File: config.mk
export PLATFORM = sky130hd
export DESIGN_NAME = motion_bbox_tracker
export DESIGN_NICKNAME = d
export VERILOG_FILES = /design/src/rtl/motion_bbox_tracker.sv
export SDC_FILE = /design/constraint.sdc
export NUM_CORES = 1
export LEC_CHECK = 0
export CAP_MARGIN = 20
export CORE_MARGIN = 3
export CORE_UTILIZATION = 40
export CTS_CLUSTER_DIAMETER = 200
export DETAILED_ROUTE_END_ITERATION = 16
export HOLD_SLACK_MARGIN = 0.15
export SYNTH_ARGS = -nofsm -noshare
export SYNTH_HDL_FRONTEND = slang
export SYNTH_SLANG_ARGS = --single-unit
File: constraint.sdc
create_clock -name CLOCK_50 -period 3.7 [get_ports CLOCK_50]
set_input_delay 0.74 -clock CLOCK_50 [delete_from_list [all_inputs] [get_ports CLOCK_50]]
set_output_delay 0.74 -clock CLOCK_50 [all_outputs]
set_load 0.03 [all_outputs]
File: src/rtl/motion_bbox_tracker.sv
// motion_bbox_tracker
// Accumulates the bounding box and count of motion pixels over a raster
// frame and latches them at frame end. A frame starts at pixel (0,0) and
// ends at pixel (X_MAX,Y_MAX). Pixels arrive sparsely, qualified by pix_en.
// The results are registered and appear one cycle after the frame-end pixel.
// The outline drawer is optional. Define MOTION_BBOX_DRAW_EN to build it.
// Without that macro, draw_plot, draw_x and draw_y are held at zero.
module motion_bbox_tracker #(
  parameter int X_MAX  = 319,
  parameter int Y_MAX  = 239,
  parameter int THRESH = 64
) (
  input  logic        CLOCK_50,
  input  logic        resetn,
  input  logic        pix_en,
  input  logic [8:0]  pix_x,
  input  logic [7:0]  pix_y,
  input  logic        pix_motion,
  output logic        frame_done,
  output logic        motion_valid,
  output logic [8:0]  bbox_xmin,
  output logic [8:0]  bbox_xmax,
  output logic [7:0]  bbox_ymin,
  output logic [7:0]  bbox_ymax,
  output logic [16:0] motion_count,
  output logic [8:0]  draw_x,
  output logic [7:0]  draw_y,
  output logic        draw_plot
);

  localparam logic [8:0]  X_MAX_C  = 9'(X_MAX);
  localparam logic [7:0]  Y_MAX_C  = 8'(Y_MAX);
  localparam logic [16:0] THRESH_C = 17'(THRESH);
  localparam logic [16:0] CNT_SAT  = 17'h1FFFF;

  function automatic logic [8:0] min9(input logic [8:0] a, input logic [8:0] b);
    return (a < b) ? a : b;
  endfunction

  function automatic logic [8:0] max9(input logic [8:0] a, input logic [8:0] b);
    return (a > b) ? a : b;
  endfunction

  function automatic logic [7:0] min8(input logic [7:0] a, input logic [7:0] b);
    return (a < b) ? a : b;
  endfunction

  function automatic logic [7:0] max8(input logic [7:0] a, input logic [7:0] b);
    return (a > b) ? a : b;
  endfunction

  // running accumulators
  logic [8:0]  xmin_r, xmax_r;
  logic [7:0]  ymin_r, ymax_r;
  logic [16:0] count_r;

  // next-state values of the accumulators
  logic [8:0]  xmin_s, xmax_s;
  logic [7:0]  ymin_s, ymax_s;
  logic [16:0] count_s;

  logic accept_s;
  logic start_s;
  logic end_s;

  // latched result registers
  logic        frame_done_r;
  logic        motion_valid_r;
  logic [8:0]  bbox_xmin_r, bbox_xmax_r;
  logic [7:0]  bbox_ymin_r, bbox_ymax_r;
  logic [16:0] motion_count_r;

  assign accept_s = pix_en && (pix_x <= X_MAX_C) && (pix_y <= Y_MAX_C);
  assign start_s  = accept_s && (pix_x == 9'd0) && (pix_y == 8'd0);
  assign end_s    = accept_s && (pix_x == X_MAX_C) && (pix_y == Y_MAX_C);

  // Next accumulator values. The frame-start pixel clears, then accumulates.
  always_comb begin
    xmin_s  = xmin_r;
    xmax_s  = xmax_r;
    ymin_s  = ymin_r;
    ymax_s  = ymax_r;
    count_s = count_r;
    if (start_s) begin
      xmin_s  = X_MAX_C;
      xmax_s  = 9'd0;
      ymin_s  = Y_MAX_C;
      ymax_s  = 8'd0;
      count_s = 17'd0;
    end else begin
      xmin_s  = xmin_r;
    end
    if (accept_s && pix_motion) begin
      xmin_s = min9(xmin_s, pix_x);
      xmax_s = max9(xmax_s, pix_x);
      ymin_s = min8(ymin_s, pix_y);
      ymax_s = max8(ymax_s, pix_y);
      if (count_s != CNT_SAT) begin
        count_s = count_s + 17'd1;
      end else begin
        count_s = CNT_SAT;
      end
    end else begin
      count_s = count_s;
    end
  end

  // Accumulator registers. They are cleared after frame end so that the next
  // frame starts clean even if it has no (0,0) pixel.
  always_ff @(posedge CLOCK_50 or negedge resetn) begin
    if (!resetn) begin
      xmin_r  <= X_MAX_C;
      xmax_r  <= 9'd0;
      ymin_r  <= Y_MAX_C;
      ymax_r  <= 8'd0;
      count_r <= 17'd0;
    end else if (end_s) begin
      xmin_r  <= X_MAX_C;
      xmax_r  <= 9'd0;
      ymin_r  <= Y_MAX_C;
      ymax_r  <= 8'd0;
      count_r <= 17'd0;
    end else begin
      xmin_r  <= xmin_s;
      xmax_r  <= xmax_s;
      ymin_r  <= ymin_s;
      ymax_r  <= ymax_s;
      count_r <= count_s;
    end
  end

  // Result latch. The totals include the frame-end pixel itself. The box is
  // updated only when the frame meets THRESH.
  always_ff @(posedge CLOCK_50 or negedge resetn) begin
    if (!resetn) begin
      frame_done_r   <= 1'b0;
      motion_valid_r <= 1'b0;
      motion_count_r <= 17'd0;
      bbox_xmin_r    <= 9'd0;
      bbox_xmax_r    <= 9'd0;
      bbox_ymin_r    <= 8'd0;
      bbox_ymax_r    <= 8'd0;
    end else if (end_s) begin
      frame_done_r   <= 1'b1;
      motion_count_r <= count_s;
      motion_valid_r <= (count_s >= THRESH_C);
      if (count_s >= THRESH_C) begin
        bbox_xmin_r <= xmin_s;
        bbox_xmax_r <= xmax_s;
        bbox_ymin_r <= ymin_s;
        bbox_ymax_r <= ymax_s;
      end else begin
        bbox_xmin_r <= bbox_xmin_r;
        bbox_xmax_r <= bbox_xmax_r;
        bbox_ymin_r <= bbox_ymin_r;
        bbox_ymax_r <= bbox_ymax_r;
      end
    end else begin
      frame_done_r <= 1'b0;
    end
  end

  assign frame_done   = frame_done_r;
  assign motion_valid = motion_valid_r;
  assign motion_count = motion_count_r;
  assign bbox_xmin    = bbox_xmin_r;
  assign bbox_xmax    = bbox_xmax_r;
  assign bbox_ymin    = bbox_ymin_r;
  assign bbox_ymax    = bbox_ymax_r;

`ifdef MOTION_BBOX_DRAW_EN

  typedef enum logic [2:0] {
    ST_IDLE   = 3'd0,
    ST_TOP    = 3'd1,
    ST_BOTTOM = 3'd2,
    ST_LEFT   = 3'd3,
    ST_RIGHT  = 3'd4
  } draw_state_t;

  draw_state_t draw_state_r, draw_state_s;
  logic [8:0]  draw_x_r, draw_x_s;
  logic [7:0]  draw_y_r, draw_y_s;
  logic        draw_plot_r, draw_plot_s;
  logic        draw_start_s;

  assign draw_start_s = frame_done_r && motion_valid_r;

  // Drawer state and point registers. The point registers drive the outputs.
  always_ff @(posedge CLOCK_50 or negedge resetn) begin
    if (!resetn) begin
      draw_state_r <= ST_IDLE;
      draw_x_r     <= 9'd0;
      draw_y_r     <= 8'd0;
      draw_plot_r  <= 1'b0;
    end else begin
      draw_state_r <= draw_state_s;
      draw_x_r     <= draw_x_s;
      draw_y_r     <= draw_y_s;
      draw_plot_r  <= draw_plot_s;
    end
  end

  // Outline walk: top edge, bottom edge, left edge, then right edge.
  // A new valid box restarts the walk at the top edge. Edge ends use >= so a
  // degenerate box cannot make the walk run away.
  always_comb begin
    draw_state_s = draw_state_r;
    draw_x_s     = draw_x_r;
    draw_y_s     = draw_y_r;
    draw_plot_s  = 1'b1;
    if (draw_start_s) begin
      draw_state_s = ST_TOP;
      draw_x_s     = bbox_xmin_r;
      draw_y_s     = bbox_ymin_r;
    end else begin
      case (draw_state_r)
        ST_IDLE: begin
          draw_state_s = ST_IDLE;
          draw_x_s     = 9'd0;
          draw_y_s     = 8'd0;
          draw_plot_s  = 1'b0;
        end
        ST_TOP: begin
          if (draw_x_r >= bbox_xmax_r) begin
            draw_state_s = ST_BOTTOM;
            draw_x_s     = bbox_xmin_r;
            draw_y_s     = bbox_ymax_r;
          end else begin
            draw_x_s     = draw_x_r + 9'd1;
          end
        end
        ST_BOTTOM: begin
          if (draw_x_r >= bbox_xmax_r) begin
            draw_state_s = ST_LEFT;
            draw_x_s     = bbox_xmin_r;
            draw_y_s     = bbox_ymin_r;
          end else begin
            draw_x_s     = draw_x_r + 9'd1;
          end
        end
        ST_LEFT: begin
          if (draw_y_r >= bbox_ymax_r) begin
            draw_state_s = ST_RIGHT;
            draw_x_s     = bbox_xmax_r;
            draw_y_s     = bbox_ymin_r;
          end else begin
            draw_y_s     = draw_y_r + 8'd1;
          end
        end
        ST_RIGHT: begin
          if (draw_y_r >= bbox_ymax_r) begin
            draw_state_s = ST_IDLE;
            draw_x_s     = 9'd0;
            draw_y_s     = 8'd0;
            draw_plot_s  = 1'b0;
          end else begin
            draw_y_s     = draw_y_r + 8'd1;
          end
        end
        default: begin
          draw_state_s = ST_IDLE;
          draw_x_s     = 9'd0;
          draw_y_s     = 8'd0;
          draw_plot_s  = 1'b0;
        end
      endcase
    end
  end

  assign draw_x    = draw_x_r;
  assign draw_y    = draw_y_r;
  assign draw_plot = draw_plot_r;

`else

  assign draw_x    = 9'd0;
  assign draw_y    = 8'd0;
  assign draw_plot = 1'b0;

`endif

endmodule

==> results of run 1 <==
## power by group
group          internal [W]  total [W]  switching [W]
combinational      0.000662    0.00128       0.000614
sequential          0.00126    0.00133      0.0000644
clock              0.000539    0.00101       0.000473
total               0.00246    0.00362        0.00115
## cell type report
| cell class | instances | share of cell area (%) |
|---|---|---|
| clock buffers | 9 | 2.71 |
| clock inverters | 7 | 1.02 |
| inverters | 55 | 2.51 |
| multi-input cells | 412 | 39.3 |
| flip-flops and latches | 104 | 31.5 |
| well taps | 180 | 2.71 |
| repair buffers | 186 | 20.3 |
## cell families (layout without fill, tap and decap cells)
group	after synthesis	in the layout	synth area share [%]
adder cells (fa/ha/maj)	33	33	7.06
flip-flops	104	104	44.8
multiplexers	67	67	11.5
buffers and inverters	97	257	7.83
other	1	18	0.0641
XOR/XNOR	9	9	1.35
AND/OR/NAND/NOR	199	199	18.2
AO/OA/AOI/OAI	86	86	9.22
## registers in the layout, summed over array words and instances, names as in the netlist
name and cells:
xmax_r 9, bbox_xmax 9, motion_valid 1, frame_done 1
motion_count 17, bbox_ymin 8, bbox_xmin 9, ymin_r 8
count_r 17, bbox_ymax 8, xmin_r 9, ymax_r 8
## metal layers
layer	vias to the layer above	routed length (um)
li1	2366	-
met1	2435	7460
met2	121	7840
met3	20	783
met4	0	254
met5	-	0
## placed cells by master, fill, tap and decap left out, types with 8 or more instances in the layout
cell	instances
buf_4	102
dfrtp_1	90
clkdlybuf4s50_1	59
inv_1	48
nor2_1	47
mux2i_1	47
nand2_1	45
ha_1	25
o21ai_0	24
conb_1	18
a21oi_1	17
nand2b_1	16
dfstp_2	14
nand4_1	12
and2_1	12
and2_4	11
nand3_1	10
nor3_1	10
mux2i_4	10
clkbuf_16	10
a21o_1	8
mux2i_2	8
ha_4	8
## worst reg2reg max path, stage by stage, from the launching register on
cell	delay (ns)
dfrtp_1	0.54
nand4_2	0.23
or4_4	0.60
or4_1	0.43
a21oi_2	0.20
nor3_2	0.10
a31oi_4	0.36
buf_12	0.24
mux2i_1	0.21
## final timing paths
path | startpoint | end | slack (ns) | cells past startpoint
min in group asynchronous | resetn | motion_count[6]$_DFFE_PN0P_ | 0.50 | 1
worst max register to register | count_r[7]$_DFF_PN0_ | bbox_xmin[5]$_DFFE_PN0P_ | 0.70 | 8
worst min-delay path | motion_count[6]$_DFFE_PN0P_ | motion_count[6]$_DFFE_PN0P_ | 0.48 | 1
max in group asynchronous | resetn | ymin_r[3]$_DFF_PN1_ | 2.44 | 2
worst max-delay path | pix_x[8] | bbox_xmax[0]$_DFFE_PN0P_ | -0.03 | 15
worst min register to register | motion_count[6]$_DFFE_PN0P_ | motion_count[6]$_DFFE_PN0P_ | 0.48 | 1
## through the flow
stage | cells | util [%] | setup slack [ns] | instance area [um2] | power (W)
floorplan | 613 | - | -0.146 | 6010 | 0.00191
global placement | 920 | 52.9 | -0.774 | 7450 | 0.00227
detailed placement | 920 | 52.9 | -0.836 | 7450 | 0.00229
CTS | 948 | 57.2 | 0.00241 | 8060 | 0.00348
global route | 953 | 59.0 | -0.105 | 8310 | 0.00382
finish | 953 | 59.0 | -0.0331 | 8310 | 0.00362
## repair_timing
action / 4_1_cts / 5_1_grt
endpoints found under the setup margin: 81 / 64
pin swaps: 20 / 22
setup buffers: 11 / 6
gates resized for setup: 64 / 50
gates cloned: 1 / 1
==> results by group, run 1 <==
Run status
  – Outcome: finished, violations left
  – Failing checks: negative setup slack

STA
  – Worst hold slack: 0.478 ns
  – Max Transition Viols Final: 0
  – Unrepaired setup endpoints after global routing: true
  – Post-layout min period: 3.73 ns
  – Clock skew: 0.00990 ns
  – Final setup vio count: 8
  – Final period utilization: 101%
  – Relative slew margins: 42.1%
  – Peak Freq: 268 MHz
  – Setup TNS: -0.179 ns
  – Worst Tran Pin Value: 0.868 ns
  – Post-route worst setup slack: -0.0331 ns
  – Final Hold Vio Count: 0

Finish
  – Share of post-route cells with drive strength above 1: 29.4%
  – ANT cells: 0
  – Fillers: 1198
  – Synthesis-to-layout area growth: 42.1%
  – Nets: 822
  – Multi-input logic area: 3260 um2
  – Total area of sequential cells: 2620 um2

GRT
  – GRT busiest layer: met2
  – Initial antenna violation count: 0
  – GRT Residual Overflow: 0
  – Met1 Usage GRT: 28.2%
  – First-pass GRT wire length: 26500 um
  – Met3 Use GR: 4.59%
  – Met2 usage: 33.6%
  – Vias in the first global route: 5196
  – Largest net degree at the start of global routing: 68
  – Total GRT Usage: 20.7%

Critical path
  – Slowest stage cell, crit path: or4_4
  – Startpoint type of the worst setup path: primary input
  – CP required: 3.99 ns
  – Critical-path maximum fanout: 5
  – Cells along the critical path: clkdlybuf4s50_1 > inv_1 > nand3_2 > or4_4 > buf_16 > and2_4 > ha_4 > nand2b_4 > a21oi_2 > a2111oi_2 > o31a_1 > a31oi_4 > buf_6 > mux2_4 > mux2i_1
  – Slowest stage delay, CP: 0.59 ns
  – Crit path DAT: 4.02 ns
  – CP top delay family: buffers and inverters
  – CP Class: in -> reg
  – WP buf/inv: 4
  – CP Capture Type: flop

Logic synthesis
  – Post-synth EDFFs: 0
  – Share of the synthesized area in the top cell type: 38.5%
  – Yosys warnings: 0
  – Cell with the most instances after synthesis: dfrtp_1
  – Area leader, netlist: dfrtp_1
  – Top_reg_cell synth: dfrtp_1
  – Mean Syn Cell Area: 9.81 um2
  – Distinct cells, synth: 55
  – Post-synthesis sequential area ratio: 44.8%
  – Mapped Area: 5850 um2
  – Async SR Flop Fraction: 100%
  – #FFs+latches synth: 104
  – Synth area leaders: dfrtp_1 (39%), mux2i_1 (11%), ha_1 (7.1%), dfstp_2 (6.3%), inv_1 (3.5%)
  – Mapped Cells: 596
  – Top post-synthesis cells by count: dfrtp_1 (90), mux2i_1 (65), inv_1 (54)

Routing
  – Final ANT Viol Nets: 0
  – Via density: 5.19
  – DR vias: 4942
  – DR WL/cell: 17.1 um
  – Pre-antenna DRT Iters: 4
  – Drt drc: 0
  – First DRT Iteration DRCs: 234
  – Routed wire length: 16300 um

Clock tree
  – CTS tree: done
  – Clock-pin slew of the registers on the worst-case setup and hold paths: 0.08 ns
  – Clk sinks: 104
  – CTS hold repair buffers: 0
  – Worst-Skew Late Latency: 0.36 ns
  – Root buffer cell: clkbuf_16
  – Max clock buf depth: 2
  – H-tree depth: 3
  – Clock buffer count from CTS: 9

Floorplanning
  – Core area: 14100 um2
  – Num ports: 92
  – Row cnt: 43
  – Die span in y: 127 um
  – DIE AREA: 16100 um2
  – Die Wd: 127 um
  – Starting Density: 41.5%

Pwr
  – Power Density: 435 nW/um2
  – Max rail drop VDD: 0.000262 V
  – Lkg Pwr: 3.98 nW

Place
  – GPL Wtd Cong: 0.855
  – # port buffers: 73
  – DP Wirelength: 11700 um

Run
  – MaxCap Viol Count: 0

Min path
  – Worst hold path class: reg -> reg
(Power assumes the default switching activity.)
==> run 2: changes to the inputs <==
--- a/config.mk
+++ b/config.mk
@@ -5,6 +5,7 @@
 export SDC_FILE = /design/constraint.sdc
 export NUM_CORES = 1
 export LEC_CHECK = 0
+export ABC_CLOCK_PERIOD_IN_PS = 3700
 export CAP_MARGIN = 20
 export CORE_MARGIN = 3
 export CORE_UTILIZATION = 40
==> results of run 2 <==
No change in the layout: final DEF, timing and power equal those of run 1.
==> run 3: changes to the inputs <==
--- a/config.mk
+++ b/config.mk
@@ -12,6 +12,7 @@
 export CTS_CLUSTER_DIAMETER = 200
 export DETAILED_ROUTE_END_ITERATION = 16
 export HOLD_SLACK_MARGIN = 0.15
+export REMOVE_ABC_BUFFERS = 1
 export SYNTH_ARGS = -nofsm -noshare
 export SYNTH_HDL_FRONTEND = slang
 export SYNTH_SLANG_ARGS = --single-unit
==> run 3 against run 2 <==
Effect of this change: the flow still finishes with violations (negative setup slack); design area is 0.26% lower; clock power fell by 8%; via count decreased by 0.75%; combinational power shrank 9%; worst setup slack better by 0.0033 ns; sequential cell count unchanged; critical path depth fell by 1; first-iteration DRC count rose by 48%; global-route usage down 0.67 points; routed wire length decreased by 0.77%; largest cell class unchanged.
==> results by group, run 3 (synthesis gave the netlist of run 1 again) <==
Run status
  – Outcome: finished, violations left
  – Failing checks: negative setup slack

Routing
  – Final ANT Viol Nets: 0 (unchanged)
  – First DRT Iteration DRCs: 347 (+48%)
  – DR WL/cell: 17.0 um (-0.88%)
  – Pre-antenna DRT Iters: 7 (+3)
  – Via density: 5.14 (-0.85%)
  – Routed wire length: 16200 um (-0.77%)
  – DR vias: 4905 (-0.75%)
  – Drt drc: 0 (unchanged)

Floorplanning
  – Die Wd: 127 um (unchanged)
  – Row cnt: 43 (unchanged)
  – Die span in y: 127 um (unchanged)
  – Core area: 14100 um2 (unchanged)
  – Num ports: 92 (unchanged)
  – Starting Density: 41.5% (unchanged)
  – DIE AREA: 16100 um2 (unchanged)

Critical path
  – Reg2reg path depth: 9 (+1)
  – Critical Path Stages: 14 (-1)
  – CP required: 3.98 ns (about the same)
  – Critical-path maximum fanout: 6 (+1)
  – Most frequent CP cell: buf_6
  – CP Capture Type: flop
  – CP top delay family: simple AND/OR/NAND/NOR gates
  – Slowest stage cell, crit path: or4_4
  – Cells along the critical path: buf_6 > or4_4 > or4_4 > buf_6 > and2_4 > ha_4 > nand2b_4 > a21oi_2 > a2111oi_2 > o31a_1 > a31oi_2 > buf_6 > mux2_4 > mux2i_1
  – WP buf/inv: 3 (-1)
  – Startpoint type of the worst setup path: primary input
  – Slowest stage delay, CP: 0.60 ns (about the same)
  – Crit path DAT: 4.01 ns (about the same)
  – CP Class: in -> reg

Pwr
  – Internal: 0.00234 W (-4.9%)
  – Net Sw Frac: 31.7% (-0.12 points)
  – Gate power share: 34.2% (-1.1 points)
  – Max rail drop VDD: 0.000210 V (-20%)
  – Net Switching: 0.00109 W (-5.4%)
  – Power Density: 414 nW/um2 (-4.8%)
  – Clock group share of total power: 27.1% (-0.9 points)
  – Sequential Power Share: 38.8% (+2.1 points)
  – Lkg Pwr: 4.01 nW (+0.71%)

Finish
  – Fillers: 1208 (+0.83%)
  – Commonest cells after routing, fill and taps aside: buf_4 (97), dfrtp_1 (90), clkdlybuf4s50_1 (58)
  – Synthesis-to-layout area growth: 41.8%
  – Multi-input logic area: 3230 um2 (-1.0%)
  – Share of post-route cells with drive strength above 1: 29.7% (+0.35 points)
  – ANT cells: 0 (unchanged)
  – Total area of sequential cells: 2620 um2 (unchanged)
  – Nets: 823 (+0.12%)
  – Non-Filler Cell Area, Final: 8290 um2 (-0.26%)
  – Most common cell after layout, fill and taps aside: buf_4
  – Final core utilization: 58.8% (-0.15 points)

STA
  – Post-layout min period: 3.73 ns (-0.00327 ns)
  – Worst hold slack: 0.400 ns (-0.0780 ns)
  – Max Transition Viols Final: 0 (unchanged)
  – Final period utilization: 101% (about the same)
  – Peak Freq: 268 MHz (about the same)
  – Post-route worst setup slack: -0.0298 ns (+0.00327 ns)
  – Relative slew margins: 56.6% (+14 points)
  – Clock skew: 0.00906 ns (-0.000843 ns)
  – Final Hold Vio Count: 0 (unchanged)
  – Unrepaired setup endpoints after global routing: true
  – Worst Tran Pin Value: 0.651 ns (-0.217 ns)
  – Final setup vio count: 2 (-6)

Place
  – GPL Wtd Cong: 0.902 (+5.5%)
  – DP Wirelength: 11400 um (-2.3%)
  – # port buffers: 73 (unchanged)
  – Place WS: -0.871 ns (-0.0352 ns)
  – Dpl cell area: 7370 um2 (-1.1%)

GRT
  – Largest net degree at the start of global routing: 57 (-16%)
  – First-pass GRT wire length: 25900 um (-2.3%)
  – Initial antenna violation count: 0 (unchanged)
  – Total GRT Usage: 20.1% (-0.67 points)
  – GRT Residual Overflow: 0 (unchanged)
  – Vias in the first global route: 4949 (-4.8%)

Min path
  – Worst hold path class: in -> async

Clock tree
  – H-tree depth: 3 (unchanged)
  – Worst-Skew Late Latency: 0.36 ns (about the same)
  – Max clock buf depth: 2 (unchanged)
  – CTS tree: done
  – Root buffer cell: clkbuf_16
  – Clk sinks: 104 (unchanged)
  – Clock buffer count from CTS: 9 (unchanged)
  – Clock-pin slew of the registers on the worst-case setup and hold paths: 0.07 ns (about the same)

Run
  – MaxCap Viol Count: 0 (unchanged)
==> run 3: worst paths after layout <==
check                                            startpoint                           to  slack [ns]
max in group asynchronous                            resetn          ymin_r[3]$_DFF_PN1_        2.52
worst max-delay path                               pix_y[1]     bbox_xmax[0]$_DFFE_PN0P_       -0.03
worst max register to register         count_r[7]$_DFF_PN0_     bbox_ymin[4]$_DFFE_PN0P_        0.66
worst min-delay path                                 resetn         count_r[7]$_DFF_PN0_        0.40
min in group CLOCK_50           motion_count[6]$_DFFE_PN0P_  motion_count[6]$_DFFE_PN0P_        0.48
worst min register to register  motion_count[6]$_DFFE_PN0P_  motion_count[6]$_DFFE_PN0P_        0.48
==> run 3: through the flow <==
stage	instances	TNS, ns	power, W
floorplan	571	-50.11	0.00183
global placement	915	-54.91	0.00216
detailed placement	915	-59.76	0.00218
CTS	943	0	0.00327
global route	954	-0.993	0.00363
finish	954	-0.0495	0.00343
==> run 3: layout make-up <==
cell class | count | share of cell area [%]
Timing Repair Buffer | 187 | 20.8
Tap cell | 180 | 2.72
Clock inverter | 6 | 0.528
Sequential cell | 104 | 31.6
Multi-Input combinational cell | 412 | 39.0
Inverter | 55 | 2.52
Clock buffer | 10 | 2.88
==> run 3: what timing repair did <==
item,in CTS,in global routing
gates resized for setup,66,62
gates cloned,2,0
setup endpoints to repair,90,58
hold buffers,0,0
buffers inserted,11,11
pin swaps,23,21
==> run 3: routing by layer <==
| metal | global-route usage, % | share of wire (%) | vias to the layer above |
|---|---|---|---|
| met2 | 31.8 | 48 | 128 |
| met1 | 28.0 | 46 | 2389 |
| met3 | 4.13 | 4.9 | 18 |
| li1 | - | - | 2370 |
| met5 | 0 | 0 | - |
| met4 | 5.43 | 1.3 | 0 |
==> run 3: power by group through the flow <==
stage / Combinational, W / Clock, W / Sequential (W)
after global placement: 0.000822 / 0 / 0.00134
after detailed placement: 0.000839 / 0 / 0.00134
after floorplan: 0.000510 / 0 / 0.00132
final: 0.00117 / 0.000930 / 0.00133
after CTS: 0.00100 / 0.000940 / 0.00133
after global routing: 0.00129 / 0.000993 / 0.00134
